<file path="src/rtl/instr_sequencer.sv">
// Multi-cycle FETCH/DECODE/EXEC/MEM/WB sequencer: fetches over a req/ack handshake,
// issues one-shot stage strobes and advances the PC on retire.
module instr_sequencer #(
    parameter logic [31:0] RESET_PC      = 32'h0000_0000,
    parameter int          FETCH_TIMEOUT = 15
) (
    input  logic        clk,
    input  logic        rst,
    output logic        imem_req,
    output logic [31:0] imem_addr,
    input  logic        imem_ack,
    input  logic [31:0] imem_rdata,
    input  logic        stall,
    input  logic        br_taken,
    output logic [31:0] instr_out,
    output logic        decode_en,
    output logic        exec_en,
    output logic        mem_en,
    output logic        wb_en,
    output logic [31:0] pc,
    output logic [31:0] retire_cnt,
    output logic        halted,
    output logic        fault
);

    typedef enum logic [2:0] {
        S_FETCH, S_DECODE, S_EXEC, S_MEM, S_WB, S_HALT, S_FAULT
    } state_t;

    localparam logic [6:0] OP_LOAD   = 7'b0000011;
    localparam logic [6:0] OP_STORE  = 7'b0100011;
    localparam logic [6:0] OP_BRANCH = 7'b1100011;
    localparam logic [6:0] OP_JAL    = 7'b1101111;
    localparam logic [6:0] OP_LUI    = 7'b0110111;
    localparam logic [6:0] OP_OP     = 7'b0110011;
    localparam logic [6:0] OP_IMM    = 7'b0010011;
    localparam logic [6:0] OP_SYSTEM = 7'b1110011;
    localparam logic [7:0] TMO_LAST  = 8'(FETCH_TIMEOUT - 1);

    state_t      state;
    logic [7:0]  tmo_cnt;
    logic        got_instr;
    logic [6:0]  opcode;
    logic        legal_op;
    logic signed [31:0] imm_b;
    logic signed [31:0] imm_j;
    logic [31:0] next_pc;
    logic        retire_go;

    assign opcode = instr_out[6:0];
    assign imm_b  = {{19{instr_out[31]}}, instr_out[31], instr_out[7],
                     instr_out[30:25], instr_out[11:8], 1'b0};
    assign imm_j  = {{11{instr_out[31]}}, instr_out[31], instr_out[19:12],
                     instr_out[20], instr_out[30:21], 1'b0};

    always_comb begin
        next_pc = pc + 32'd4;
        if (opcode == OP_BRANCH && br_taken)
            next_pc = pc + imm_b;
        else if (opcode == OP_JAL)
            next_pc = pc + imm_j;
    end

    always_comb begin
        legal_op = 1'b0;
        case (opcode)
            OP_LOAD, OP_STORE, OP_BRANCH, OP_JAL,
            OP_LUI, OP_OP, OP_IMM: legal_op = 1'b1;
            default:               legal_op = 1'b0;
        endcase
    end

    // The last stage of each instruction class is where the PC moves on.
    assign retire_go = !stall &&
                       ((state == S_EXEC && opcode == OP_BRANCH) ||
                        (state == S_MEM  && opcode == OP_STORE)  ||
                        (state == S_WB));

    always_ff @(posedge clk or negedge rst) begin
        if (!rst) begin
            state      <= S_FETCH;
            pc         <= RESET_PC;
            instr_out  <= 32'd0;
            retire_cnt <= 32'd0;
            tmo_cnt    <= 8'd0;
            got_instr  <= 1'b0;
            imem_req   <= 1'b0;
        end else if (retire_go) begin
            if (|next_pc[1:0]) begin
                state <= S_FAULT;
            end else begin
                pc         <= next_pc;
                retire_cnt <= retire_cnt + 32'd1;
                state      <= S_FETCH;
                imem_req   <= 1'b1;
            end
        end else begin
            case (state)
                S_FETCH: begin
                    imem_req <= 1'b1;
                    if (imem_ack) begin
                        instr_out <= imem_rdata;
                        tmo_cnt   <= 8'd0;
                    end
                    // A word acked while stalled is parked until the stall lifts.
                    if (stall) begin
                        if (imem_ack)
                            got_instr <= 1'b1;
                    end else if (imem_ack || got_instr) begin
                        state     <= S_DECODE;
                        imem_req  <= 1'b0;
                        got_instr <= 1'b0;
                    end else if (tmo_cnt == TMO_LAST) begin
                        state    <= S_FAULT;
                        imem_req <= 1'b0;
                    end else begin
                        tmo_cnt <= tmo_cnt + 8'd1;
                    end
                end
                S_DECODE: if (!stall) begin
                    if (opcode == OP_SYSTEM) begin
                        state      <= S_HALT;
                        retire_cnt <= retire_cnt + 32'd1;
                    end else if (legal_op) begin
                        state <= S_EXEC;
                    end else begin
                        state <= S_FAULT;
                    end
                end
                S_EXEC: if (!stall) begin
                    if (opcode == OP_LOAD || opcode == OP_STORE)
                        state <= S_MEM;
                    else
                        state <= S_WB;
                end
                S_MEM:   if (!stall) state <= S_WB;
                default: state <= state;
            endcase
        end
    end

    // Strobes fire in the cycle the stage actually completes, i.e. once per visit.
    assign decode_en = (state == S_DECODE) && !stall;
    assign exec_en   = (state == S_EXEC)   && !stall;
    assign mem_en    = (state == S_MEM)    && !stall;
    assign wb_en     = (state == S_WB)     && !stall;
    assign halted    = (state == S_HALT);
    assign fault     = (state == S_FAULT);
    assign imem_addr = pc;

endmodule
</file>
<file path="config.mk">
export PLATFORM = sky130hd
export DESIGN_NAME = instr_sequencer
export DESIGN_NICKNAME = d
export VERILOG_FILES = /design/src/rtl/instr_sequencer.sv
export SDC_FILE = /design/constraint.sdc
export NUM_CORES = 1
export LEC_CHECK = 0
export ABC_AREA = 1
export BUFFER_PORTS_ARGS = -buffer_cell sky130_fd_sc_hd__buf_2
export CAP_MARGIN = 15
export CELL_PAD_IN_SITES_DETAIL_PLACEMENT = 1
export CELL_PAD_IN_SITES_GLOBAL_PLACEMENT = 2
export CORE_UTILIZATION = 33
export CTS_CLUSTER_SIZE = 12
export DETAILED_ROUTE_END_ITERATION = 10
export GPL_TIMING_DRIVEN = 0
export PLACE_DENSITY = 0.94
export SYNTH_ARGS = -nofsm -noshare
export SYNTH_HDL_FRONTEND = slang
export SYNTH_SLANG_ARGS = --single-unit
</file>
<file path="constraint.sdc">
create_clock -name clk -period 5 [get_ports clk]
set_input_delay 0.25 -clock clk [delete_from_list [all_inputs] [get_ports clk]]
set_output_delay 0.25 -clock clk [all_outputs]
set_load 0.01 [all_outputs]
</file>
==> results_tabular.tex, run 1 <==
\begin{tabular}{lr}
\hline
Metric & Value \\
\hline
\multicolumn{2}{l}{\textbf{Critical path}} \\
Signal arrival time at the worst endpoint & 3630 ps \\
Critical path launch point type & flip-flop \\
Reg2reg end & imem\_addr[31] \\
End point of the critical path & imem\_addr[31] \\
Delay of the slowest cell on the worst path & 730 ps \\
Type of destination of the critical path & flip-flop \\
Most frequent CP cell & nand2\_1 \\
Crit path max-delay cell type & o21ai\_0 \\
Depth of the most critical reg-to-reg path & 17 \\
Worst setup path startpoint & imem\_addr[2] \\
Critical path fanouts, max & 9 \\
Crit path required time & 5310 ps \\
Ordered cell list for the critical path & inv\_1, fa\_1, inv\_1, nand2\_1, nor2\_1, nor2\_1, o21ai\_0, nand2\_1, nand2\_1, nand2\_1, nand2\_1, nand2\_1, nand2\_1, nand2\_1, nand2\_1, nand2\_1, nand2\_1 \\
Worst setup slack for register-to-register paths & 1680 ps \\
Launch instance of the worst register-to-register path & imem\_addr[2] \\
Crit Path Class & flip-flop to flip-flop \\
\multicolumn{2}{l}{\textbf{Placement}} \\
Port bufs & 168 \\
Routability congestion estimate from global placement & 0.967 \\
\# placed instances & 2299 \\
Worst-case setup slack after placement & 1730 ps \\
HPWL after detailed placement & 36.3 mm \\
\multicolumn{2}{l}{\textbf{Power}} \\
Clk network pwr share & 17.5\% \\
Net Sw Power & 2.41 mW \\
Internal power summed over all cells & 2.35 mW \\
Maximum vdd ir drop & 263 uV \\
Power Total & 4.76 mW \\
PD cells & 392 nW/um\^{}2 \\
Fraction of power consumed by sequential logic & 28.8\% \\
Proportion of total power due to net switching & 50.7\% \\
Leakage power of the design & 6.73 nW \\
Part of the power in combinational logic & 53.7\% \\
\multicolumn{2}{l}{\textbf{Layout}} \\
Area grow syn2layout & 16.2\% \\
Layout net count & 2001 \\
Final design utilization & 39.3\% \\
Ant diodes & 0 \\
Final non-filler cell total & 2315 \\
Fraction of final layout cells sized beyond drive strength 1 & 13.9\% \\
\multicolumn{2}{l}{\textbf{Clock network}} \\
Clock sinks & 108 \\
Clock transition time at the flip-flop clock pins of the worst setup and hold paths & 90 ps \\
Number of buffers inserted during clock tree synthesis & 9 \\
Number of buffers on the longest clock path & 2 \\
CTS H-Tree Depth & 3 \\
Insertion delay to the later sink of the worst-skew pair & 370 ps \\
Clock Root Buffer & clkbuf\_16 \\
Clock tree from TritonCTS & yes \\
Setup Buffers After CTS & 0 \\
\multicolumn{2}{l}{\textbf{Timing}} \\
Setup-failing EPs final & 0 \\
Sum Neg Setup Slack & 0 ps \\
Smallest setup slack after layout & 1680 ps \\
Final period util & 66.5\% \\
Worst rel slew slack & 33.9\% \\
Fin crit period & 3320 ps \\
Pin slew with the least headroom to its limit & 983 ps \\
Final hold vios & 0 \\
Clock Skews & 17.4 ps \\
Unrepaired setup endpoints after global routing & no \\
Maximum achievable frequency & 0.301 GHz \\
Number of max-slew violations in the final report & 0 \\
\multicolumn{2}{l}{\textbf{Yosys}} \\
Count of different cell masters after synthesis & 50 \\
Sequential share of the synthesized area & 25.8\% \\
Post-synthesis register bit count & 108 \\
Average cell area after synthesis & 6.04 um\^{}2 \\
Synth warn & 0 \\
Cell count after synthesis & 1733 \\
Post-synthesis instance area & 10500 um\^{}2 \\
\multicolumn{2}{l}{\textbf{Worst hold path}} \\
Hold Path Stages & 3 \\
Min-Delay Path Class & input port to flip-flop \\
\multicolumn{2}{l}{\textbf{Route}} \\
WL/cell & 19.0 um \\
Via count & 12000 \\
Residual DRC count & 0 \\
Count of antenna-violating nets left after detailed routing & 0 \\
Vias per cell & 5.20 \\
Overall routed net length & 44.0 mm \\
Count of TritonRoute iterations in the first routing pass & 5 \\
Number of violations reported at the end of detailed-routing iteration 0 & 674 \\
\multicolumn{2}{l}{\textbf{Flow run}} \\
Number of maximum-capacitance violations & 0 \\
\multicolumn{2}{l}{\textbf{Global route}} \\
Number of global-route vias before repair & 12200 \\
First-pass GRT wire length & 68.3 mm \\
Global-route total usage across every layer & 27.2\% \\
Pin count of the biggest net entering global routing & 67 \\
Total overflow reported by the global router & 0 \\
Number of antenna violations at the first check in global routing & 0 \\
\multicolumn{2}{l}{\textbf{Floorplan}} \\
Effective utilization at floorplan & 33.8\% \\
Die height & 180 um \\
Overall die area & 32400 um\^{}2 \\
Top-level I/O count & 172 \\
Number of placement rows & 64 \\
Core region area & 30900 um\^{}2 \\
Chip Width & 180 um \\
\multicolumn{2}{l}{\textbf{Outcome}} \\
Run status & finished, final reports clean \\
\hline
\end{tabular}
[Yosys cell counts (all sizes together)]
master / n / area (um^2)
clkbuf: 10 / 38.8
a221oi: 1 / 8.76
nor2: 169 / 657
a21oi: 70 / 350
nor3: 51 / 265
o311ai: 1 / 8.76
o21ai: 84 / 443
buf: 55 / 379
and3: 1 / 6.26
ha: 47 / 588
nand3: 106 / 558
nand3b: 3 / 22.5
clkinv: 1 / 3.75
nand2b: 1 / 6.26
o211ai: 5 / 42.5
nor4: 11 / 68.8
a21boi: 3 / 22.5
dfrtp: 108 / 2700
o21a: 1 / 7.51
a211oi: 2 / 15.0
a21o: 1 / 7.51
o22ai: 3 / 18.8
xor2: 45 / 394
fa: 2 / 40.0
nand2: 636 / 2390
inv: 245 / 922
or2: 6 / 37.5
conb: 1 / 3.75
a22oi: 2 / 15.0
nand4: 27 / 169
a31oi: 10 / 62.6
nor3b: 4 / 30.0
o221ai: 1 / 8.76
xnor2: 13 / 114
o21bai: 7 / 52.6
[flip-flops by register name (all words and copies together), names as in the netlist]
signal / count
imem_addr: 31
state: 3
retire_cnt: 32
imem_req: 1
tmo_cnt: 8
got_instr: 1
instr_out: 32
[worst min path at each step]
stage | from | endpoint | slack [ps]
floorplan | rst | got_instr | -50
detailed placement | rst | imem_addr[30] | 230
CTS | imem_rdata[15] | instr_out[15] | 80
global route | imem_rdata[19] | instr_out[19] | 100
finish | imem_rdata[11] | instr_out[11] | 80
global placement | imem_rdata[10] | instr_out[10] | 450
[critical path: cells and delay by family (launching register included)]
| family | cells | cell delay [ps] |
|---|---|---|
| flops | 1 | 580 |
| fa+ha+maj | 1 | 500 |
| compound gates | 1 | 730 |
| simple gates | 13 | 1140 |
| buf+inv | 2 | 290 |
[per-layer routing]
layer  track usage, %  part of all wire (%)  vias up  wire (um)
met5                0                     0        -          0
met1             36.6                    47     5830      20700
met2             44.7                    45      311      19900
met4             9.88                   3.1        0       1380
met3             3.46                   4.6       64       2050
li1                 -                     -     5822          -
[power by group through the flow]
stage / combinational [mW] / clock [mW] / sequential [mW]
2_1_floorplan: 1.57 / 0 / 1.36
6_report: 2.56 / 0.833 / 1.37
4_1_cts: 2.55 / 0.841 / 1.37
5_1_grt: 2.83 / 0.867 / 1.40
3_5_place_dp: 2.54 / 0 / 1.38
3_3_place_gp: 2.46 / 0 / 1.38
[cell usage in the layout (no fill, tap or decap), types with 3 or more instances in the layout]
cell         n
o21ai_1      4
nand4_1     27
nor3b_1      4
o21ai_2      6
nand3_1    102
nor4_1      11
nand2_1    635
nor3_1      49
buf_2      182
or2_2        6
nand3b_1     3
a31oi_1     10
buf_6        3
o211ai_1     4
nand3_2      3
buf_4       37
clkbuf_1    11
nor2_1     164
xnor2_1     13
o21bai_1     7
a21boi_0     3
inv_1      241
inv_2        3
a21oi_1     70
nor2_2       3
dfrtp_1    108
xor2_1      45
ha_1        47
o21ai_0     74
clkbuf_16    9
o22ai_1      3
[final cells by class]
type	instances	area (um^2)
plain buffers	65	418
inverters	246	926
flip-flops and latches	108	2700
repair buffers	170	885
fillers	4263	18800
well taps	396	495
clock buffers	12	246
multi-input cells	1315	6420
clock inverters	3	68.8
[stage by stage]
step                area (um^2)  hold slack (ps)
floorplan                 10500            -45.6
global placement          11800              452
detailed placement        11800              232
CTS                       12200             77.3
global route              12200             96.2
finish                    12200             82.5
[repair_timing]
| item | in CTS | in global routing |
|---|---|---|
| hold endpoints to repair | 42 | 0 |
| hold buffers | 1 | 0 |
| gates resized for setup | 0 | 0 |
[cell families after synthesis]
kind of cell | share of synthesized area [%]
other | 0.0359
adder cells (fa/ha/maj) | 6.00
AND/OR/NAND/NOR | 40.3
AO/OA/AOI/OAI | 10.2
XOR/XNOR | 4.86
buffers and inverters | 12.8
flip-flops | 25.8
Power figures use the tool's default switching activity.
==> run 2, diff against run 1 <==
--- a/config.mk
+++ b/config.mk
@@ -5,16 +5,16 @@
 export SDC_FILE = /design/constraint.sdc
 export NUM_CORES = 1
 export LEC_CHECK = 0
-export ABC_AREA = 1
+export ABC_AREA = 0
 export BUFFER_PORTS_ARGS = -buffer_cell sky130_fd_sc_hd__buf_2
 export CAP_MARGIN = 15
 export CELL_PAD_IN_SITES_DETAIL_PLACEMENT = 1
 export CELL_PAD_IN_SITES_GLOBAL_PLACEMENT = 2
-export CORE_UTILIZATION = 33
+export CORE_UTILIZATION = 29
 export CTS_CLUSTER_SIZE = 12
 export DETAILED_ROUTE_END_ITERATION = 10
 export GPL_TIMING_DRIVEN = 0
-export PLACE_DENSITY = 0.94
+export PLACE_DENSITY = 0.83
 export SYNTH_ARGS = -nofsm -noshare
 export SYNTH_HDL_FRONTEND = slang
 export SYNTH_SLANG_ARGS = --single-unit
==> constraint.sdc (replaced) <==
create_clock -name clk -period 2.9 [get_ports clk]
set_input_delay 0.145 -clock clk [delete_from_list [all_inputs] [get_ports clk]]
set_output_delay 0.145 -clock clk [all_outputs]
set_load 0.01 [all_outputs]
==> run 2 against run 1 <==
The flow now finishes with violations (setup timing). Largest power group unchanged. Sequential share of layout area increased by 1.3 points. Final cell count decreased by 26%. Sequential power increased by 89%. Clock skew decreased by 6.5 ps. Critical endpoint unchanged. Flip-flop and latch count unchanged.
==> results_tabular.tex, run 2 <==
\begin{tabular}{lr}
\hline
Metric & Value \\
\hline
\multicolumn{2}{l}{\textbf{Timing}} \\
Maximum achievable frequency & 0.344 GHz (+14\%) \\
Worst rel slew slack & 48.4\% (+14 points) \\
Smallest setup slack after layout & -10.7 ps (-1690 ps) \\
Final hold vios & 0 (unchanged) \\
Pin slew with the least headroom to its limit & 774 ps (-208 ps) \\
Worst hold margin & 28.9 ps (-53.6 ps) \\
Number of max-slew violations in the final report & 0 (unchanged) \\
Final period util & 100\% (+34 points) \\
Clock Skews & 10.9 ps (-6.49 ps) \\
Fin crit period & 2910 ps (-412 ps) \\
Setup-failing EPs final & 1 (+1) \\
Unrepaired setup endpoints after global routing & yes \\
\multicolumn{2}{l}{\textbf{Yosys}} \\
Post-synthesis instance area & 8540 um\^{}2 (-18\%) \\
Leading cell types by total area after synthesis & dfrtp\_1, nand2\_1, ha\_1, xnor2\_1, a21oi\_1 \\
Post-synthesis register bit count & 108 (unchanged) \\
FFs w/ async S/R, synth & 100\% (unchanged) \\
Most common library cells after synthesis & nand2\_1, dfrtp\_1, nor2\_1 \\
Sequential share of the synthesized area & 31.6\% (+5.8 points) \\
Dominant synthesized flop cell & dfrtp\_1 \\
Proportion of netlist area held by the largest area contributor & 31.6\% (+5.8 points) \\
Cell with the most instances after synthesis & nand2\_1 \\
Average cell area after synthesis & 7.94 um\^{}2 (+32\%) \\
Synth warn & 0 (unchanged) \\
Top cell type by total area after synthesis & dfrtp\_1 \\
Cell count after synthesis & 1076 (-38\%) \\
Number of enable-type register cells in the synthesized netlist & 0 (unchanged) \\
Count of different cell masters after synthesis & 78 (+56\%) \\
\multicolumn{2}{l}{\textbf{Global route}} \\
Met1 demand-to-capacity share in global routing & 28.9\% (-7.8 points) \\
First-pass GRT wire length & 50.8 mm (-26\%) \\
Global-route total usage across every layer & 21.3\% (-6.0 points) \\
Number of antenna violations at the first check in global routing & 1 (+1) \\
M2 GR Usage & 35.8\% (-9.0 points) \\
Number of global-route vias before repair & 9082 (-25\%) \\
Met3 usage & 2.89\% (-0.56 points) \\
Global-route layer with the greatest usage & met2 \\
Total overflow reported by the global router & 0 (unchanged) \\
Pin count of the biggest net entering global routing & 72 (+7.5\%) \\
\multicolumn{2}{l}{\textbf{Floorplan}} \\
Overall die area & 30100 um\^{}2 (-7.0\%) \\
Top-level I/O count & 172 (unchanged) \\
Chip Width & 174 um (-3.6\%) \\
Number of placement rows & 62 (-3.1\%) \\
Effective utilization at floorplan & 29.6\% (-4.2 points) \\
Core region area & 28900 um\^{}2 (-6.6\%) \\
Die height & 174 um (-3.6\%) \\
\multicolumn{2}{l}{\textbf{Critical path}} \\
Type of destination of the critical path & flip-flop \\
Signal arrival time at the worst endpoint & 3160 ps (-470 ps) \\
Depth of the most critical reg-to-reg path & 12 (-5) \\
Critical path launch point type & flip-flop \\
Worst setup slack for register-to-register paths & -10 ps (-1690 ps) \\
Reg2reg end & imem\_addr[31] \\
Crit Path Class & flip-flop to flip-flop \\
Crit path max-delay cell type & dfrtp\_4 \\
Most frequent CP cell & a31oi\_2 \\
Critical path fanouts, max & 6 (-3) \\
Delay of the slowest cell on the worst path & 500 ps (-230 ps) \\
Crit path required time & 3140 ps (-2170 ps) \\
Worst setup path startpoint & instr\_out[31] \\
Ordered cell list for the critical path & buf\_12, ha\_2, a21o\_1, a211o\_1, a31oi\_2, nor2\_2, o2111ai\_4, a21boi\_2, or3\_1, nand3\_1, a31oi\_2, xor2\_1 \\
Launch instance of the worst register-to-register path & instr\_out[31] \\
\multicolumn{2}{l}{\textbf{Route}} \\
Count of antenna-violating nets left after detailed routing & 0 (unchanged) \\
Overall routed net length & 32.8 mm (-25\%) \\
WL/cell & 19.1 um (+0.58\%) \\
Number of violations reported at the end of detailed-routing iteration 0 & 464 (-31\%) \\
Residual DRC count & 0 (unchanged) \\
Count of TritonRoute iterations in the first routing pass & 8 (+3) \\
Via count & 9095 (-24\%) \\
Vias per cell & 5.30 (+2.1\%) \\
\multicolumn{2}{l}{\textbf{Clock network}} \\
Number of buffers inserted during clock tree synthesis & 9 (unchanged) \\
Number of buffers on the longest clock path & 2 (unchanged) \\
Clock tree from TritonCTS & yes \\
Clock sinks & 108 (unchanged) \\
Clock Root Buffer & clkbuf\_16 \\
Insertion delay to the later sink of the worst-skew pair & 370 ps (about the same) \\
Clock transition time at the flip-flop clock pins of the worst setup and hold paths & 80 ps (about the same) \\
CTS H-Tree Depth & 3 (unchanged) \\
\multicolumn{2}{l}{\textbf{Placement}} \\
\# placed instances & 1631 (-29\%) \\
Worst-case setup slack after placement & -819 ps (-2550 ps) \\
Port bufs & 169 (+0.60\%) \\
Routability congestion estimate from global placement & 0.906 (-6.4\%) \\
HPWL after detailed placement & 23.7 mm (-35\%) \\
\multicolumn{2}{l}{\textbf{Flow run}} \\
Number of maximum-capacitance violations & 0 (unchanged) \\
\multicolumn{2}{l}{\textbf{Power}} \\
Maximum vdd ir drop & 374 uV (+42\%) \\
Leakage power of the design & 5.35 nW (-21\%) \\
PD cells & 958 nW/um\^{}2 (+140\%) \\
\multicolumn{2}{l}{\textbf{Outcome}} \\
Violations in the final reports & setup timing \\
Run status & finished, violations left \\
\multicolumn{2}{l}{\textbf{Layout}} \\
Final non-filler cell total & 1715 (-26\%) \\
Fill cells & 3535 (-17\%) \\
Most used cells in the layout excluding fill and tap cells & nand2\_1, buf\_2, dfrtp\_1 \\
Area grow syn2layout & 36.1\% \\
Final design utilization & 40.3\% (+0.94 points) \\
Fraction of final layout cells sized beyond drive strength 1 & 32.3\% (+18 points) \\
Layout net count & 1411 (-29\%) \\
Most common cell after layout, fill and taps aside & nand2\_1 \\
\multicolumn{2}{l}{\textbf{Worst hold path}} \\
Min-Delay Path Class & input port to flip-flop \\
WHS Endpoint & instr\_out[19] \\
Worst Hold Launch & imem\_rdata[19] \\
Hold Path Stages & 3 (unchanged) \\
\hline
\end{tabular}
run 2: what timing repair did:
action,4_1_cts,5_1_grt
endpoints found under the setup margin,29,50
setup buffers,18,30
gates cloned,0,0
hold endpoints to repair,67,0
pin swaps,18,37
gates resized for setup,80,112
hold buffers,31,0
run 2: how the worst max path moves through the flow:
stage / slack [ps] / endpoint / cells after the start
3_5_place_dp: -820 / imem_addr[31] / 12
6_report: -10 / imem_addr[31] / 12
5_1_grt: -150 / imem_addr[31] / 12
4_1_cts: -90 / imem_addr[22] / 10
3_3_place_gp: -830 / imem_addr[31] / 12
2_1_floorplan: 6 / imem_addr[25] / 12
run 2: stage by stage:
step	area (um^2)	setup TNS [ps]	power [mW]
CTS	11000	-213	10.2
floorplan	8550	0	6.37
global route	11600	-463	11.9
finish	11600	-10.7	11.1
detailed placement	9910	-8910	8.27
global placement	9870	-8240	8.15
run 2: power by group:
part	leakage (nW)	internal [mW]	switching, mW
logic	3.85	3.07	4.12
registers	1.36	1.93	0.658
clock network	0.141	0.684	0.664
run 2: routing by layer:
layer	vias up	part of all wire [%]
li1	4300	-
met1	4555	46
met2	208	48
met3	32	4.3
met4	0	1.6
met5	-	0
run 2: kinds of logic after synthesis:
logic type | synth area share, %
adder cells (fa/ha/maj) | 7.35
buffers and inverters | 6.49
XOR/XNOR | 8.92
AND/OR/NAND/NOR | 24.1
multiplexers | 0.498
other | 0.0439
flip-flops | 31.6
AO/OA/AOI/OAI | 21.0
run 2: layout make-up:
type	count	area [um^2]	area share, %
Multi-Input combinational cell	858	6010	51.7
Sequential cell	108	2730	23.5
Timing Repair Buffer	249	1570	13.5
Tap cell	384	480	4.13
Buffer	69	408	3.51
Clock buffer	9	225	1.94
Inverter	30	113	0.969
Clock inverter	7	86.3	0.743
Antenna cell	1	2.50	0.0215
run 2: critical path: cells and delay by family (launching register included):
| family | cells | cell delay [ps] |
|---|---|---|
| buffers and inverters | 1 | 150 |
| AO/OA/AOI/OAI | 6 | 1150 |
| XOR/XNOR | 1 | 150 |
| adder cells (fa/ha/maj) | 1 | 300 |
| AND/OR/NAND/NOR | 3 | 500 |
| flip-flops | 1 | 500 |
